### config.mk
export PLATFORM = sky130hd
export DESIGN_NAME = lsu_mem_stage_flat
export DESIGN_NICKNAME = d
export VERILOG_FILES = /design/src/rtl/lsu_mem_stage_if.sv /design/src/rtl/lsu_mem_stage.sv /design/src/flat_wrapper.sv
export SDC_FILE = /design/constraint.sdc
export NUM_CORES = 1
export LEC_CHECK = 0
export ABC_AREA = 1
export BUFFER_PORTS_ARGS = -buffer_cell sky130_fd_sc_hd__buf_2
export CAP_MARGIN = 5
export CORE_ASPECT_RATIO = 0.8
export CORE_MARGIN = 1
export CORE_UTILIZATION = 25
export CTS_CLUSTER_SIZE = 40
export DETAILED_ROUTE_END_ITERATION = 6
export PLACE_DENSITY_LB_ADDON = 0.15
export SKIP_LAST_GASP = 1
export SYNTH_ARGS = -nofsm -noshare
export SYNTH_HDL_FRONTEND = slang
export SYNTH_SLANG_ARGS = --single-unit
export TNS_END_PERCENT = 100
### constraint.sdc
create_clock -name clk -period 1.8 [get_ports clk]
set_input_delay 0 -clock clk [delete_from_list [all_inputs] [get_ports clk]]
set_output_delay 0 -clock clk [all_outputs]
set_load 0.01 [all_outputs]
### src/rtl/lsu_mem_stage_if.sv
// Data-memory request/acknowledge bus between the memory-stage LSU and the data memory.
interface lsu_mem_stage_if;
  logic        DmemReq;
  logic        DmemWe;
  logic [31:0] DmemAddr;
  logic [31:0] DmemWdata;
  logic [3:0]  DmemBe;
  logic        DmemAck;
  logic [31:0] DmemRdata;

  modport master (
    output DmemReq, DmemWe, DmemAddr, DmemWdata, DmemBe,
    input  DmemAck, DmemRdata
  );

  modport slave (
    input  DmemReq, DmemWe, DmemAddr, DmemWdata, DmemBe,
    output DmemAck, DmemRdata
  );
endinterface

### src/rtl/lsu_mem_stage.sv
// Memory-stage load/store unit: runs one req/ack data-memory transaction per access,
// stalls the pipeline meanwhile and returns extended load data.
module lsu_mem_stage #(
  parameter int TIMEOUT_CYCLES = 255
) (
  input  logic                   clk,
  input  logic                   reset,
  input  logic [31:0]            ALUResultM,
  input  logic [31:0]            WriteDataM,
  input  logic [2:0]             Func3M,
  input  logic                   MemWriteM,
  input  logic                   MemReadM,
  lsu_mem_stage_if.master        dmem,
  output logic                   StallM,
  output logic [31:0]            ReadDataM,
  output logic                   LoadValidM,
  output logic                   FaultM
);

  localparam int CW = (TIMEOUT_CYCLES > 0) ? $clog2(TIMEOUT_CYCLES + 1) : 1;

  typedef enum logic [1:0] {IDLE, REQ, DONE} state_t;

  state_t          state, state_next;
  logic [31:0]     addr_q, wdata_q, rdata_q;
  logic [3:0]      be_q;
  logic            we_q, fault_q;
  logic [2:0]      func3_q;
  logic [1:0]      lo_q;
  logic [CW-1:0]   cnt_q, cnt_inc;

  logic            access, illegal_f3, misaligned, bad, good, timeout_hit;
  logic [3:0]      be_calc;
  logic [31:0]     wdata_calc, lane, load_ext;

  // Access decode on the live E/M values.
  assign access     = MemReadM | MemWriteM;
  assign illegal_f3 = MemWriteM ? (Func3M > 3'b010)
                                : (Func3M == 3'b011 || Func3M[2:1] == 2'b11);
  assign misaligned = (Func3M[1:0] == 2'b01 && ALUResultM[0]) ||
                      (Func3M[1:0] == 2'b10 && ALUResultM[1:0] != 2'b00);
  assign bad        = access && ((MemReadM && MemWriteM) || illegal_f3 || misaligned);
  assign good       = access && !bad;

  // NOTE: every always_comb output gets a default first so no path infers a latch.
  always_comb begin
    be_calc    = 4'b1111;
    wdata_calc = WriteDataM;
    case (Func3M[1:0])
      2'b00: begin
        be_calc    = 4'b0001 << ALUResultM[1:0];
        wdata_calc = {4{WriteDataM[7:0]}};
      end
      2'b01: begin
        be_calc    = 4'b0011 << {ALUResultM[1], 1'b0};
        wdata_calc = {2{WriteDataM[15:0]}};
      end
      default: ;
    endcase
  end

  assign lane = dmem.DmemRdata >> {lo_q, 3'b000};

  always_comb begin
    load_ext = lane;
    case (func3_q)
      3'b000:  load_ext = {{24{lane[7]}}, lane[7:0]};
      3'b001:  load_ext = {{16{lane[15]}}, lane[15:0]};
      3'b100:  load_ext = {24'd0, lane[7:0]};
      3'b101:  load_ext = {16'd0, lane[15:0]};
      default: load_ext = lane;
    endcase
  end

  assign cnt_inc     = cnt_q + 1'b1;
  assign timeout_hit = (TIMEOUT_CYCLES != 0) && (cnt_inc == CW'(TIMEOUT_CYCLES));

  always_comb begin
    state_next = state;
    StallM     = 1'b0;
    FaultM     = 1'b0;
    LoadValidM = 1'b0;
    case (state)
      IDLE: begin
        if (bad) begin
          FaultM = 1'b1;
        end else if (good) begin
          StallM     = 1'b1;
          state_next = REQ;
        end
      end
      REQ: begin
        StallM = 1'b1;
        // Ack is checked first so it wins over a coincident timeout.
        if (dmem.DmemAck || timeout_hit) state_next = DONE;
      end
      DONE: begin
        LoadValidM = !we_q && !fault_q;
        FaultM     = fault_q;
        state_next = IDLE;
      end
      default: state_next = IDLE;
    endcase
    if (reset) begin
      state_next = IDLE;
      StallM     = 1'b0;
      FaultM     = 1'b0;
      LoadValidM = 1'b0;
    end
  end

  // NOTE: sequential state uses non-blocking assignments so all registers update together.
  always_ff @(posedge clk) begin
    if (reset) begin
      state   <= IDLE;
      addr_q  <= '0;
      wdata_q <= '0;
      rdata_q <= '0;
      be_q    <= '0;
      we_q    <= 1'b0;
      fault_q <= 1'b0;
      func3_q <= '0;
      lo_q    <= '0;
      cnt_q   <= '0;
    end else begin
      state <= state_next;
      case (state)
        IDLE: begin
          if (good) begin
            addr_q  <= {ALUResultM[31:2], 2'b00};
            wdata_q <= wdata_calc;
            be_q    <= be_calc;
            we_q    <= MemWriteM;
            func3_q <= Func3M;
            lo_q    <= ALUResultM[1:0];
            fault_q <= 1'b0;
            cnt_q   <= '0;
          end
        end
        REQ: begin
          if (dmem.DmemAck) begin
            if (!we_q) rdata_q <= load_ext;
          end else if (timeout_hit) begin
            fault_q <= 1'b1;
            rdata_q <= '0;
          end else if (cnt_q != '1) begin
            cnt_q <= cnt_inc;
          end
        end
        default: ;
      endcase
    end
  end

  assign dmem.DmemReq   = (state == REQ);
  assign dmem.DmemWe    = we_q;
  assign dmem.DmemAddr  = addr_q;
  assign dmem.DmemWdata = wdata_q;
  assign dmem.DmemBe    = be_q;
  assign ReadDataM      = rdata_q;

endmodule

### src/flat_wrapper.sv
// flat-port wrapper written by rule: the top's interface ports become plain ports
module lsu_mem_stage_flat 
#(
  parameter int TIMEOUT_CYCLES = 255
)
  (clk, reset, ALUResultM, WriteDataM, Func3M, MemWriteM, MemReadM, StallM, ReadDataM, LoadValidM, FaultM, dmem_DmemReq, dmem_DmemWe, dmem_DmemAddr, dmem_DmemWdata, dmem_DmemBe, dmem_DmemAck, dmem_DmemRdata);
  lsu_mem_stage_if dmem_i ();
  input  logic clk;
  input  logic reset;
  input  logic [31:0] ALUResultM;
  input  logic [31:0] WriteDataM;
  input  logic [2:0] Func3M;
  input  logic MemWriteM;
  input  logic MemReadM;
  output logic StallM;
  output logic [31:0] ReadDataM;
  output logic LoadValidM;
  output logic FaultM;
  output wire logic [$bits(dmem_i.DmemReq)-1:0] dmem_DmemReq;
  output wire logic [$bits(dmem_i.DmemWe)-1:0] dmem_DmemWe;
  output wire logic [$bits(dmem_i.DmemAddr)-1:0] dmem_DmemAddr;
  output wire logic [$bits(dmem_i.DmemWdata)-1:0] dmem_DmemWdata;
  output wire logic [$bits(dmem_i.DmemBe)-1:0] dmem_DmemBe;
  input wire logic [$bits(dmem_i.DmemAck)-1:0] dmem_DmemAck;
  input wire logic [$bits(dmem_i.DmemRdata)-1:0] dmem_DmemRdata;
  assign dmem_DmemReq = dmem_i.DmemReq;
  assign dmem_DmemWe = dmem_i.DmemWe;
  assign dmem_DmemAddr = dmem_i.DmemAddr;
  assign dmem_DmemWdata = dmem_i.DmemWdata;
  assign dmem_DmemBe = dmem_i.DmemBe;
  assign dmem_i.DmemAck = dmem_DmemAck;
  assign dmem_i.DmemRdata = dmem_DmemRdata;
  lsu_mem_stage #(.TIMEOUT_CYCLES(TIMEOUT_CYCLES)) u_core (.clk(clk), .reset(reset), .ALUResultM(ALUResultM), .WriteDataM(WriteDataM), .Func3M(Func3M), .MemWriteM(MemWriteM), .MemReadM(MemReadM), .dmem(dmem_i), .StallM(StallM), .ReadDataM(ReadDataM), .LoadValidM(LoadValidM), .FaultM(FaultM));
endmodule
* Word level (Yosys, flattened, before mapping)
Cells that the tools add are included.
** Operators by class
- Reductions and logical operators :: 25
- $add $sub $neg :: 1
- Equality and inequality tests :: 19
- Shift-type cells :: 3
- Magnitude comparators :: 1
- Bitwise gates (word level) :: 1
- Mux-type cells :: 29
** Operators with widths (number)
- $pmux 32 s4 :: 1
- $mux 32 :: 3
- $pmux 32 s2 :: 1
- $mux 8 :: 4
- $shr 32x5->32 :: 1
- $pmux 8 s2 :: 1
- $mux 1 :: 11
- $add 8x1->8 const B :: 1
- $eq 8x8->1 const B :: 1
- $ne 2x1->1 const B :: 4
- $ne 2x2->1 const B :: 4
- $ne 8x8->1 const B :: 1
- $pmux 4 s2 :: 1
- $eq 2x2->1 const B :: 3
- $eq 3x3->1 const B :: 2
- $logic_and 1x1->1 :: 6
- $mux 2 :: 3
- $pmux 1 s2 :: 3
- $reduce_and 3->1 :: 2
- $reduce_bool 2->1 :: 3
- $logic_or 1x1->1 :: 5
- $reduce_and 5->1 :: 1
- $eq 2x1->1 const B :: 2
- $logic_not 2->1 :: 2
- 11 further kinds :: 13
** Storage, ports and cells
- Output and inout port bits :: 105
- Input bits :: 104
- Logic and storage cells :: 89
- Bits in registers :: 115

* Longest topological paths before layout
- Depth after elaboration :: 12
- Mapped depth :: 13
- Mapped depth without buffers :: 12

* Least setup slack after synthesis
No wires, ideal clock.
- Path type :: flip-flop to flip-flop
- Start point :: register u_core.cnt_q[0]
- End point :: register u_core.rdata_q[23] (netlist: u_core.ReadDataM[23])
- Library setup time :: 0.115 ns
- Period minus slack after synthesis :: 1.886 ns
- Arrival time :: 1.771 ns
- Cell stages (with the launch flop) :: 13
- Buffers on the path :: 1
- Path slack :: -0.086 ns
- Data required time :: 1.685 ns
- Cells stage by stage :: dfxtp_1 ha_1 nand2_1 inv_1 nor2_1 nand3_1 nor2_1 nand3_2 o21ai_4 buf_6 nand3_1 nand2_1 nor2_1
** On the way
- Cells in the longest elaborated chain, start to end :: 4
** RTL lines
- from (decl) :: RTL line lsu_mem_stage.sv:30 : logic [CW-1:0] cnt_q, cnt_inc;
- from (signal assigned) :: RTL line lsu_mem_stage.sv:147 : cnt_q <= cnt_inc;
- $add 8x1->8 :: RTL line lsu_mem_stage.sv:75 : assign cnt_inc = cnt_q + 1'b1;
- $eq 8x8->1 :: RTL line lsu_mem_stage.sv:76 : assign timeout_hit = (TIMEOUT_CYCLES != 0) && (cnt_inc == CW'(TIMEOUT_CYCLES));
- $reduce_bool 2->1 (no source line)
- $reduce_and 3->1 (no source line)
- to (signal assigned) :: RTL line lsu_mem_stage.sv:142 : if (!we_q) rdata_q <= load_ext;
- to (decl) :: RTL line lsu_mem_stage.sv:25 : logic [31:0] addr_q, wdata_q, rdata_q;
Every way passes these cells.
A chain may end at the register's enable or synchronous reset.

* Worst setup path in the final report
- Start point :: register u_core.cnt_q[0]
- End point :: register u_core.rdata_q[12] (netlist: u_core.ReadDataM[12])
The elaborated chain is that of the path after synthesis.

==> reports/qor.yml <==
outcome: "finished with violations"
failed_checks: "hold timing, setup timing"
area_growth_pct: 56.48
cellPowerDensity_mw_per_mm2: 851.0
ys_ff_latch: 115
cp_slowest_cell: "dfxtp_4"
final.setup.worst_slack_ns: -0.06529
clock-sinks: 115
vias_per_cell: 4.481
leakagePower_nw: 4.046
rows: 48
async_flop_share: 0
clk-insertion-delay-late_ns: 0.43
holdCritPathClass: "in -> reg"
wl_mm: 19.88
fin_crit_sh: 1.036
route.detailed.drc: 0
gp_congestion: 0.8095
yosysWarnings: 0
drv_slew: 0
syn-cell-area_mm2: 0.005574
grt_pass1_wl_mm: 31.40
antenna_found_initial: 1
crit_type: "reg -> reg"
required_ns: 2.11
ys_top_cells_by_area: "dfxtp_1 41%, nand2_1 18%, nand3_1 11%, a21oi_1 8.7%, o21ai_0 4.9%"
place_area_mm2: 0.007093
slew-limit-headroom: 0.5788
dp_slack_ns: -0.1001
vias: 6484
post-route-cell-area_mm2: 0.008722
die_h_um: 135.6
synthCells: 839
ys_seq_area_frac: 0.4130
drive_above_1_share: 0.2938
p_int_mw: 5.102
final_util: 0.4012
grt_pass1_vias: 6012
fin_hold_ws_ns: -0.01404
first_pass_iters: 4
hpwlAfterDp_mm: 13.54
p_clk_frac: 0.453
worstPathArrival_ns: 2.18
fmax_mhz: 536.1
antennaDiodeCount: 0
fin_crit_ns: 1.865
clock-skew-final_ns: 0.01430
drtAntennaViolNets: 0
yosysMostFrequentCell: "nand2_1"
path_cells: "ha_4 > nand2_4 > inv_4 > nor2_4 > nand3_2 > nor2_4 > nand3_2 > o21ai_4 > buf_6 > nand3_1 > nand2_1 > nor2_1"
power_switching_mw: 2.321
place_inst: 1327
nets: 1240
fp.dieArea_mm2: 0.02290
ys_types: 27
port_buffers: 206
cts_buffers: 17
synth_top_area_frac: 0.4130
crit_fanout: 14
overflow: 0
cts_tree: "built"
power.total_mw: 7.423
avgRoutedWirePerCell_um: 13.74
ir_worst_vdd_mv: 0.5415
seq_power_share: 0.369
tns_ns: -1.251
cts_root_buf: "clkbuf_16"
synth_edf_count: 0
sw_frac_of_total: 0.3126
layoutNonFillerInstCount: 1447
clk_pin_slew_ns: 0.06
synth_common_cells: "264 x nand2_1, 120 x nand3_1, 115 x dfxtp_1"
end_kind: "flip-flop"
syn_avg_cell_area_um2: 6.644
io_pins: 209
die_w_um: 168.9
combPwrFrac: 0.179
cp_slowest_stage_delay_ns: 0.36
coreArea_mm2: 0.02174
htreeDepth: 4
start_util: 0.2564
grt_max_degree: 67
drt_iter0_drc: 398
finalSetupViolations: 35
tightest_slew_ns: 0.6319
rsz0062_at_grt: "yes"
hold_viol_final: 1
yosys_most_used_dff: "dfxtp_1"
startpoint_type: "flip-flop"
clockBufferDepth: 2
yosysTopAreaCell: "dfxtp_1"
cap_violations: 0
track_usage: 0.1734
flip-flops by register name (all words and copies together), names as in the netlist:
register	cells
u_core.dmem.DmemWdata	32
u_core.ReadDataM	32
u_core.lo_q	2
u_core.func3_q	3
u_core.dmem.DmemBe	4
u_core.dmem.DmemWe	1
u_core.cnt_q	8
u_core.state	2
u_core.dmem.DmemAddr	30
u_core.fault_q	1
area by class of cell:
cell class / instances / area, µm²
flip-flops and latches: 115 / 2312
clock inverters: 15 / 162.7
repair buffers: 333 / 2295
fillers: 2358 / 13020
clock buffers: 17 / 425.4
well taps: 300 / 375.4
inverters: 40 / 160.2
multi-input cells: 627 / 2992
cell families after synthesis:
logic type	Yosys count	synth area share
buffers and inverters	99	0.07879
DFF	115	0.4130
adders and majority gates	2	0.004489
AOI/OAI and AO/OA	165	0.1531
and+or+nand+nor	450	0.3374
muxes	7	0.01257
other	1	0.0006728
cells in the final DEF, fill, tap and decap left out, types with 3 or more instances in the layout:
master,n
nand2_1,255
buf_2,206
dfxtp_1,111
nand3_1,110
a21oi_1,96
dlygate4sd3_1,74
o21ai_0,55
nor2_1,48
buf_4,42
inv_1,33
clkbuf_16,18
nand3_2,13
a31oi_1,9
buf_12,8
nand2_2,7
mux2i_1,7
nor2_4,6
inv_8,6
inv_2,4
nor2_2,4
nand2_4,3
nand4_1,3
inv_6,3
clkinv_8,3
clkinvlp_4,3
power by group through the flow:
stage	registers, mW	clock network (mW)	logic [mW]
3_5_place_dp	2.79	0	1.13
4_1_cts	2.74	3.46	1.33
2_1_floorplan	2.84	0	0.614
6_report	2.74	3.36	1.33
5_1_grt	2.75	3.59	1.48
3_3_place_gp	2.79	0	1.13
worst max-delay path, delay by kind of cell (launching register included):
kind                       cells  cell delay, ns
and+or+nand+nor                8            0.67
DFF                            1            0.36
AOI/OAI and AO/OA              1            0.29
buffers and inverters          2            0.25
adders and majority gates      1            0.17
worst paths after layout:
path	from	to	slack, ns	cells past startpoint
setup / recovery	u_core.cnt_q[0]	u_core.ReadDataM[12]	-0.07	12
hold / removal	Func3M[0]	u_core.dmem.DmemBe[2]	-0.01	3
setup reg to reg	u_core.cnt_q[0]	u_core.ReadDataM[12]	-0.07	12
hold reg to reg	u_core.dmem.DmemAddr[11]	u_core.dmem.DmemAddr[11]	0.46	2
routing by layer:
layer	up-vias	track usage	wire length (µm)	share of wire
met5	-	0	13	0.00065
met4	2	0.04091	162	0.0081
met3	18	0.05726	1328	0.067
met2	175	0.2686	8823	0.44
met1	2933	0.2316	9554	0.48
li1	3356	-	-	-
what timing repair did:
action | in CTS | in global routing
hold buffers | 74 | 1
gates resized for setup | 17 | 29
setup endpoints to repair | 40 | 106
hold endpoints to repair | 70 | 1
pin swaps | 25 | 12
setup buffers | 7 | 6
cloned | 2 | 2
(Power assumes the default switching activity.)
